### src/rtl/sc_loadscheduler_pkg.sv
// Shared types and constants for the load/clear/shift sequencing controller.
package sc_loadscheduler_pkg;

  localparam int unsigned TickDivDefault = 8;

  typedef enum logic [2:0] {
    StIdle       = 3'd0,
    StClearPulse = 3'd1,
    StClearWait  = 3'd2,
    StLoadPulse  = 3'd3,
    StLoadWait   = 3'd4,
    StShiftPulse = 3'd5
  } state_e;

endpackage

### src/rtl/sc_tickdivider.sv
// Scroll tick divider: free-running counter, one-deep pending tick and sticky loss flag.
module sc_tickdivider #(
  parameter int unsigned TickDiv = 8,
  parameter int unsigned Cw      = $clog2(TickDiv)
) (
  input  logic clk_i,
  input  logic rst_ni,
  input  logic enable_i,
  input  logic consume_i,
  input  logic clear_i,
  output logic pending_o,
  output logic tick_lost_o
);

  logic [Cw-1:0] cnt_q, cnt_d;
  logic          pending_q, pending_d;
  logic          lost_q, lost_d;
  logic          tc;

  assign tc = enable_i && (cnt_q == Cw'(TickDiv - 1));

  always_comb begin
    cnt_d     = cnt_q;
    pending_d = pending_q;
    lost_d    = lost_q;
    if (clear_i) begin
      cnt_d     = '0;
      pending_d = 1'b0;
      lost_d    = 1'b0;
    end else begin
      if (enable_i) begin
        cnt_d = tc ? '0 : cnt_q + Cw'(1);
      end
      // A tick landing on the consume edge refills pending instead of being lost.
      if (tc) begin
        pending_d = 1'b1;
        if (pending_q && !consume_i) begin
          lost_d = 1'b1;
        end
      end else if (consume_i) begin
        pending_d = 1'b0;
      end
    end
  end

  always_ff @(posedge clk_i or negedge rst_ni) begin
    if (!rst_ni) begin
      cnt_q     <= '0;
      pending_q <= 1'b0;
      lost_q    <= 1'b0;
    end else begin
      cnt_q     <= cnt_d;
      pending_q <= pending_d;
      lost_q    <= lost_d;
    end
  end

  assign pending_o   = pending_q;
  assign tick_lost_o = lost_q;

endmodule

### src/rtl/sc_loadscheduler.sv
// Merges clear/load requests and scroll ticks into exclusive one-cycle active-low strobes.
module sc_loadscheduler
  import sc_loadscheduler_pkg::*;
#(
  parameter  int unsigned TICK_DIV = TickDivDefault,
  localparam int unsigned CW       = $clog2(TICK_DIV)
) (
  input  logic SC_LOADSCHEDULER_CLOCK_50,
  input  logic SC_LOADSCHEDULER_RESET_InLow,
  input  logic SC_LOADSCHEDULER_clear_InLow,
  input  logic SC_LOADSCHEDULER_load_InLow,
  input  logic SC_LOADSCHEDULER_enable_InHigh,
  output logic SC_LOADSCHEDULER_clear_OutLow,
  output logic SC_LOADSCHEDULER_load_OutLow,
  output logic SC_LOADSCHEDULER_shift_OutLow,
  output logic SC_LOADSCHEDULER_busy_OutHigh,
  output logic SC_LOADSCHEDULER_tickLost_OutHigh
);

  state_e state_q, state_d;
  logic   pending;
  logic   consume;
  logic   clear_evt;

  sc_tickdivider #(
    .TickDiv(TICK_DIV),
    .Cw     (CW)
  ) u_tickdivider (
    .clk_i      (SC_LOADSCHEDULER_CLOCK_50),
    .rst_ni     (SC_LOADSCHEDULER_RESET_InLow),
    .enable_i   (SC_LOADSCHEDULER_enable_InHigh),
    .consume_i  (consume),
    .clear_i    (clear_evt),
    .pending_o  (pending),
    .tick_lost_o(SC_LOADSCHEDULER_tickLost_OutHigh)
  );

  always_ff @(posedge SC_LOADSCHEDULER_CLOCK_50 or negedge SC_LOADSCHEDULER_RESET_InLow) begin
    if (!SC_LOADSCHEDULER_RESET_InLow) begin
      state_q <= StIdle;
    end else begin
      state_q <= state_d;
    end
  end

  always_comb begin
    state_d   = state_q;
    consume   = 1'b0;
    clear_evt = 1'b0;
    unique case (state_q)
      StIdle: begin
        if (!SC_LOADSCHEDULER_clear_InLow) begin
          state_d   = StClearPulse;
          clear_evt = 1'b1;
        end else if (!SC_LOADSCHEDULER_load_InLow) begin
          state_d = StLoadPulse;
        end else if (pending) begin
          state_d = StShiftPulse;
          consume = 1'b1;
        end
      end
      StClearPulse: state_d = StClearWait;
      StClearWait:  if (SC_LOADSCHEDULER_clear_InLow) state_d = StIdle;
      StLoadPulse:  state_d = StLoadWait;
      StLoadWait:   if (SC_LOADSCHEDULER_load_InLow) state_d = StIdle;
      StShiftPulse: state_d = StIdle;
      default:      state_d = StIdle;
    endcase
  end

  always_comb begin
    SC_LOADSCHEDULER_clear_OutLow = (state_q != StClearPulse);
    SC_LOADSCHEDULER_load_OutLow  = (state_q != StLoadPulse);
    SC_LOADSCHEDULER_shift_OutLow = (state_q != StShiftPulse);
    SC_LOADSCHEDULER_busy_OutHigh = (state_q != StIdle);
  end

endmodule
### config.mk
export PLATFORM = sky130hd
export DESIGN_NAME = sc_loadscheduler
export DESIGN_NICKNAME = d
export VERILOG_FILES = /design/src/rtl/sc_loadscheduler_pkg.sv /design/src/rtl/sc_tickdivider.sv /design/src/rtl/sc_loadscheduler.sv
export SDC_FILE = /design/constraint.sdc
export NUM_CORES = 1
export LEC_CHECK = 0
export CAP_MARGIN = 5
export CORE_AREA = 10 10 47 49
export DETAILED_ROUTE_END_ITERATION = 12
export DIE_AREA = 0 0 57 59
export HOLD_SLACK_MARGIN = 0.02
export PLACE_DENSITY = 0.63
export SYNTH_ARGS = -nofsm -noshare
export SYNTH_HDL_FRONTEND = slang
export SYNTH_SLANG_ARGS = --single-unit
### constraint.sdc
create_clock -name SC_LOADSCHEDULER_CLOCK_50 -period 1.1 [get_ports SC_LOADSCHEDULER_CLOCK_50]
set_input_delay 0.22 -clock SC_LOADSCHEDULER_CLOCK_50 [delete_from_list [all_inputs] [get_ports SC_LOADSCHEDULER_CLOCK_50]]
set_output_delay 0.22 -clock SC_LOADSCHEDULER_CLOCK_50 [all_outputs]
set_load 0.02 [all_outputs]
# Yosys cells after proc, flatten, opt, wreduce, memory -nomap -nowiden
# Index checks and enable logic that the tools add are counted.
[word_totals]
register_bits = 8
input_bits = 5
ram_bits = 0
out_inout_bits = 5
rom_bits = 0
elab_cells = 48
n_memories = 0
latchBits = 0
[op_classes]
n_reduce_logical = 11
shift = 0
mux = 21
eq_ne = 11
n_bitwise = 0
addsub = 1
multipliers = 0
n_div = 0
magnitude_cmp = 0
[ops]
columns = ["cell", "n"]
rows = [
  ["two-way mux 3 bit", 8],
  ["one-hot mux 3 bit (5 select lines)", 1],
  ["two-way mux 1 bit", 12],
  ["equality test 3 x 2 -> 1 bit, second input constant", 2],
  ["equality test 3 bit, second input constant", 2],
  ["nonzero test 2 bit", 3],
  ["nonzero test 3 bit", 2],
  ["!= test 2 bit, second input constant", 2],
  ["!= test 4 x 3 -> 1 bit, second input constant", 1],
  ["adder 3 x 1 -> 3 bit, second input constant", 1],
  ["equality test 3 x 1 -> 1 bit, second input constant", 1],
  ["logical NOT 3 bit", 1],
  ["!= test 3 x 1 -> 1 bit, second input constant", 1],
  ["!= test 3 x 2 -> 1 bit, second input constant", 1],
  ["!= test 3 bit, second input constant", 1],
  ["AND reduction 3 bit", 1],
  ["logical AND 1 bit", 2],
  ["AND reduction 2 bit", 1],
  ["logical NOT 1 bit", 1],
]

# Logic depth before layout (Yosys ltp)
[logic_depth]
ltp_word = 9
mapped_depth = 5
ltp_nobuf = 5

# Cells and area by module
# A second synthesis with hierarchy kept.
[unflattened]
cells_unflattened = 40
hier_area_um2 = 421.7
[modules_own_cells]
columns = ["mod", "instances", "area_each_um2", "seq_area_each_um2", "cells_per_inst"]
rows = [
  ["sc_tickdivider", 1, 239.0, 125.1, 21],
  ["sc_loadscheduler", 1, 182.7, 75.1, 19],
]

# Worst setup path before layout
# OpenSTA, ideal clock, no wires.
[synth_timing]
kind = "reg2reg"
startpoint = "register state_q[1]"
endpoint = "register u_tickdivider.lost_q (netlist: u_tickdivider.tick_lost_o)"
required_time_ns = 0.975
path_buffers = 1
period_less_slack_ns = 1.262
stages_incl_launch_ff = 5
arrival_time_ns = 1.137
slack_ns = -0.162
setup_time_ns = 0.125
cell_sequence = "dfrtp_1 -> or3_1 -> buf_2 -> nor2_2 -> nor3_1"
[synth_between]
elab_chain_cells = 6
word_cells_on_any_way = 9
cone_classes = "mux: 3; reduce/logical: 6"
[synth_rtl]
columns = ["element", "line", "rtl"]
rows = [
  ["from (decl)", "sc_loadscheduler.sv:20", "state_e state_q, state_d;"],
  ["from (signal assigned)", "sc_loadscheduler.sv:40", "state_q <= StIdle;"],
  ["from (signal assigned)", "sc_loadscheduler.sv:42", "state_q <= state_d;"],
  ["logical NOT 3 bit *", "sc_loadscheduler.sv:50", "unique case (state_q)"],
  ["two-way mux 1 bit", "sc_loadscheduler.sv:50", ""],
  ["logical NOT 1 bit", "sc_tickdivider.sv:37", "if (pending_q && !consume_i) begin"],
  ["logical AND 1 bit", "sc_tickdivider.sv:37", ""],
  ["nonzero test 2 bit (no line)", "--", ""],
  ["AND reduction 2 bit (no line)", "--", ""],
  ["to (signal assigned)", "sc_tickdivider.sv:54", "lost_q <= lost_d;"],
  ["to (decl)", "sc_tickdivider.sv:17", "logic lost_q, lost_d;"],
]
# Every way passes the cells marked *; elsewhere a longest branch is shown, timed or not.
# A chain may end at the register's enable or synchronous reset.

# Worst setup path after layout
[layout_timing]
startpoint = "register state_q[1]"
endpoint = "output SC_LOADSCHEDULER_busy_OutHigh"
[layout_between]
elab_chain_cells = 1
[layout_rtl]
columns = ["element", "line", "rtl"]
rows = [
  ["nonzero test 3 bit", "sc_loadscheduler.sv:75", "SC_LOADSCHEDULER_busy_OutHigh = (state_q != StIdle);"],
  ["to (decl)", "sc_loadscheduler.sv:16", "output logic SC_LOADSCHEDULER_busy_OutHigh,"],
]
# Every way passes these cells.

==> impl_results.md <==
* Status: finished, violations left
* Violated checks: setup timing
* Final Util at 0.462
* Leakage at just under 0.3 nW
* Die width at between 50 and 60 µm
* Crit-path max cell delay at 0.40 ns
* # port buffers at 9
* Cell Chain, Critical Path: or3_4, buf_6
* Worst Skew at 0.00276 ns
* Commonest non-fill, non-tap cells in the layout: 11 x buf_4, 8 x dfrtp_1, 4 x clkdlybuf4s50_1, 4 x buf_6
* Fin. Hold Viols at 0
* Hold_buf cts at 0
* ANT nets after route at 0
* Hpwl dp at 748 µm
* Core Rows at 14
* Synthesis Warnings at 0
* Max Cap Viol at 0
* Largest net degree at the start of global routing at 9
* Layout area overhead at 55.3%
* Initial Utilization at 0.297
* Layout cells sized above 1 at 0.413
* CP max-delay cell: or3_4
* Crit path max fanout at 3
* Peak supply drop at 0.00116 V
* TritonCTS clock tree: built
* Synth Area per Inst at 10.4 µm²
* Dpl ws at -0.494 ns
* Setup CP Type: reg2out
* Mapped Cells at 40
* Placeable Area at 1400 µm²
* Count of pins over their slew limit at 0
* Routed wire length at 937 µm
* Final setup vio count at 11
* Hold crit path type: in2async
* Setup crit end kind: primary output
* First-pass GRT wire length at 1600 µm
* GRT overflow at 0
* Period utilization at 1.27
* GR Util All Layers at 0.0616
* Die height at 59 µm
* Post-synth net total at 47
* Initial antenna violation count at 0
* Final std cells w/o fill at 79
* Placed Instances at 74
* Routability cong. at 0.708
* Max clock buf depth at 2
* DIE AREA at 3360 µm²
* Crit path DAT at 1.18 ns
* Max Clock Freq at 0.716 GHz
* Unrepaired setup endpoints after global routing: true
* CTS buffer count at 3
* Vias/cell at 4.70
* Via count at between 300 and 400
* Relative slew slack at 0.760
* Seq/Total Area, Yosys at 0.480
* Pwr Density at around 2500 nW/µm²
* Number of global-route vias before repair at ~380
* Drt pass-1 iters at 2
* N_diodes at 0
* Crit path time final at 1.40 ns
* Nets@finish at 72
* Routed WL per cell at 11.9 µm
* Area of the mapped netlist at around 420 µm²
* CTS clk-pin slew, worst paths at 0.05 ns
* Worst Tran Pin Value at approximately 0.36 ns
* Worst-Skew Late Latency at 0.25 ns
* Distinct cells, synth at 23
* Clock Root Buffer: clkbuf_4
* Commonest non-fill, non-tap cell in the layout: buf_4
* DRC Markers at 0
* H-tree levels at 1
* Final setup margin at -0.297 ns
* #FFs+latches synth at 8
* Detailed Route Iter0 Violations at 3
* CTS Sinks at 8
* Setup TNS at -2.40 ns
* CP required at 0.88 ns
* Worst setup SP type: flop
* Total Power at 1.62 mW
* Top Ports at 10
==> synthesized netlist by cell type <==
library cell / instances / area, µm²
nand2_1: 2 / 7.51
o21ai_0: 1 / 5.00
buf_2: 1 / 5.00
nor3_1: 1 / 5.00
nor2b_1: 1 / 6.26
a21boi_0: 1 / 7.51
a21oi_1: 2 / 10.0
nor3b_2: 1 / 12.5
mux2i_1: 1 / 10.0
mux2_2: 1 / 11.3
dfrtp_1: 8 / 200
nor2_1: 3 / 11.3
o31ai_1: 2 / 15.0
or3_1: 1 / 6.26
inv_1: 2 / 7.51
a2bb2oi_1: 1 / 8.76
nor2_2: 1 / 6.26
or3b_2: 1 / 8.76
a31oi_1: 2 / 12.5
nand3b_1: 3 / 22.5
nor3b_1: 1 / 7.51
ha_1: 2 / 25.0
nand3_1: 1 / 5.00
==> sequential cells by signal, indices dropped and copies added (netlist names) <==
| register | flops |
|---|---|
| u_tickdivider.tick_lost_o | 1 |
| state_q | 3 |
| u_tickdivider.pending_o | 1 |
| u_tickdivider.cnt_q | 3 |
==> critical path, delay by kind of cell, from the launching register on <==
family	cells	cell delay (ns)
simple gates	1	0.40
flops	1	0.39
buf+inv	1	0.14
==> path summary, 6_finish.rpt <==
| path | from | endpoint | slack (ns) | cells past startpoint |
|---|---|---|---|---|
| worst max-delay path | state_q[1]$_DFFE_PN0P_ | SC_LOADSCHEDULER_busy_OutHigh | -0.30 | 2 |
| worst min-delay path | SC_LOADSCHEDULER_RESET_InLow | u_tickdivider.cnt_q[1]$_DFFE_PN0P_ | 0.25 | 1 |
| worst max register to register | state_q[1]$_DFFE_PN0P_ | u_tickdivider.tick_lost_o$_DFFE_PN0P_ | -0.28 | 5 |
| worst min register to register | u_tickdivider.cnt_q[2]$_DFFE_PN0P_ | u_tickdivider.cnt_q[2]$_DFFE_PN0P_ | 0.54 | 2 |
| max in group asynchronous | SC_LOADSCHEDULER_RESET_InLow | state_q[1]$_DFFE_PN0P_ | 0.59 | 1 |
| min in group SC_LOADSCHEDULER_CLOCK_50 | u_tickdivider.cnt_q[2]$_DFFE_PN0P_ | u_tickdivider.cnt_q[2]$_DFFE_PN0P_ | 0.54 | 2 |
==> layer usage <==
layer | routed length [µm] | GRT usage
met2 | 460 | 0.0977
met4 | 9 | 0.0503
met1 | 398 | 0.0624
met5 | 0 | 0
met3 | 69 | 0.0258
==> what timing repair did <==
| action | 4_1_cts | 5_1_grt |
|---|---|---|
| endpoints found under the hold margin | 0 | 0 |
| endpoints found under the setup margin | 12 | 11 |
| buffers inserted | 2 | 0 |
| pin swaps | 1 | 1 |
| gates resized for setup | 29 | 1 |
==> report_power, final <==
| group | internal, mW | leakage (nW) | switching [mW] |
|---|---|---|---|
| registers | 0.406 | 0.104 | 0.0705 |
| logic | 0.526 | 0.177 | 0.399 |
| clock network | 0.124 | 0.0138 | 0.0921 |
==> layout make-up <==
cell class | instances | area [µm²]
inverters | 2 | 7.51
fillers | 136 | 754
well taps | 16 | 20.0
clock buffers | 3 | 22.5
multi-input cells | 29 | 219
repair buffers | 21 | 178
flip-flops and latches | 8 | 200
==> logic make-up (layout without fill, tap and decap cells) <==
logic type	Yosys count	in the layout	share of synthesized area
compound gates	9	9	0.141
fa+ha+maj	2	2	0.0601
buf+inv	3	26	0.0300
flops	8	8	0.480
mux	2	2	0.0511
simple gates	16	16	0.237
==> per-stage QoR <==
step,area [µm²],hold slack (ns)
final,647,0.248
after global routing,647,0.270
after CTS,644,0.256
after detailed placement,602,0.529
after global placement,602,0.521
after floorplan,428,-0.0756
(Power assumes the default switching activity.)
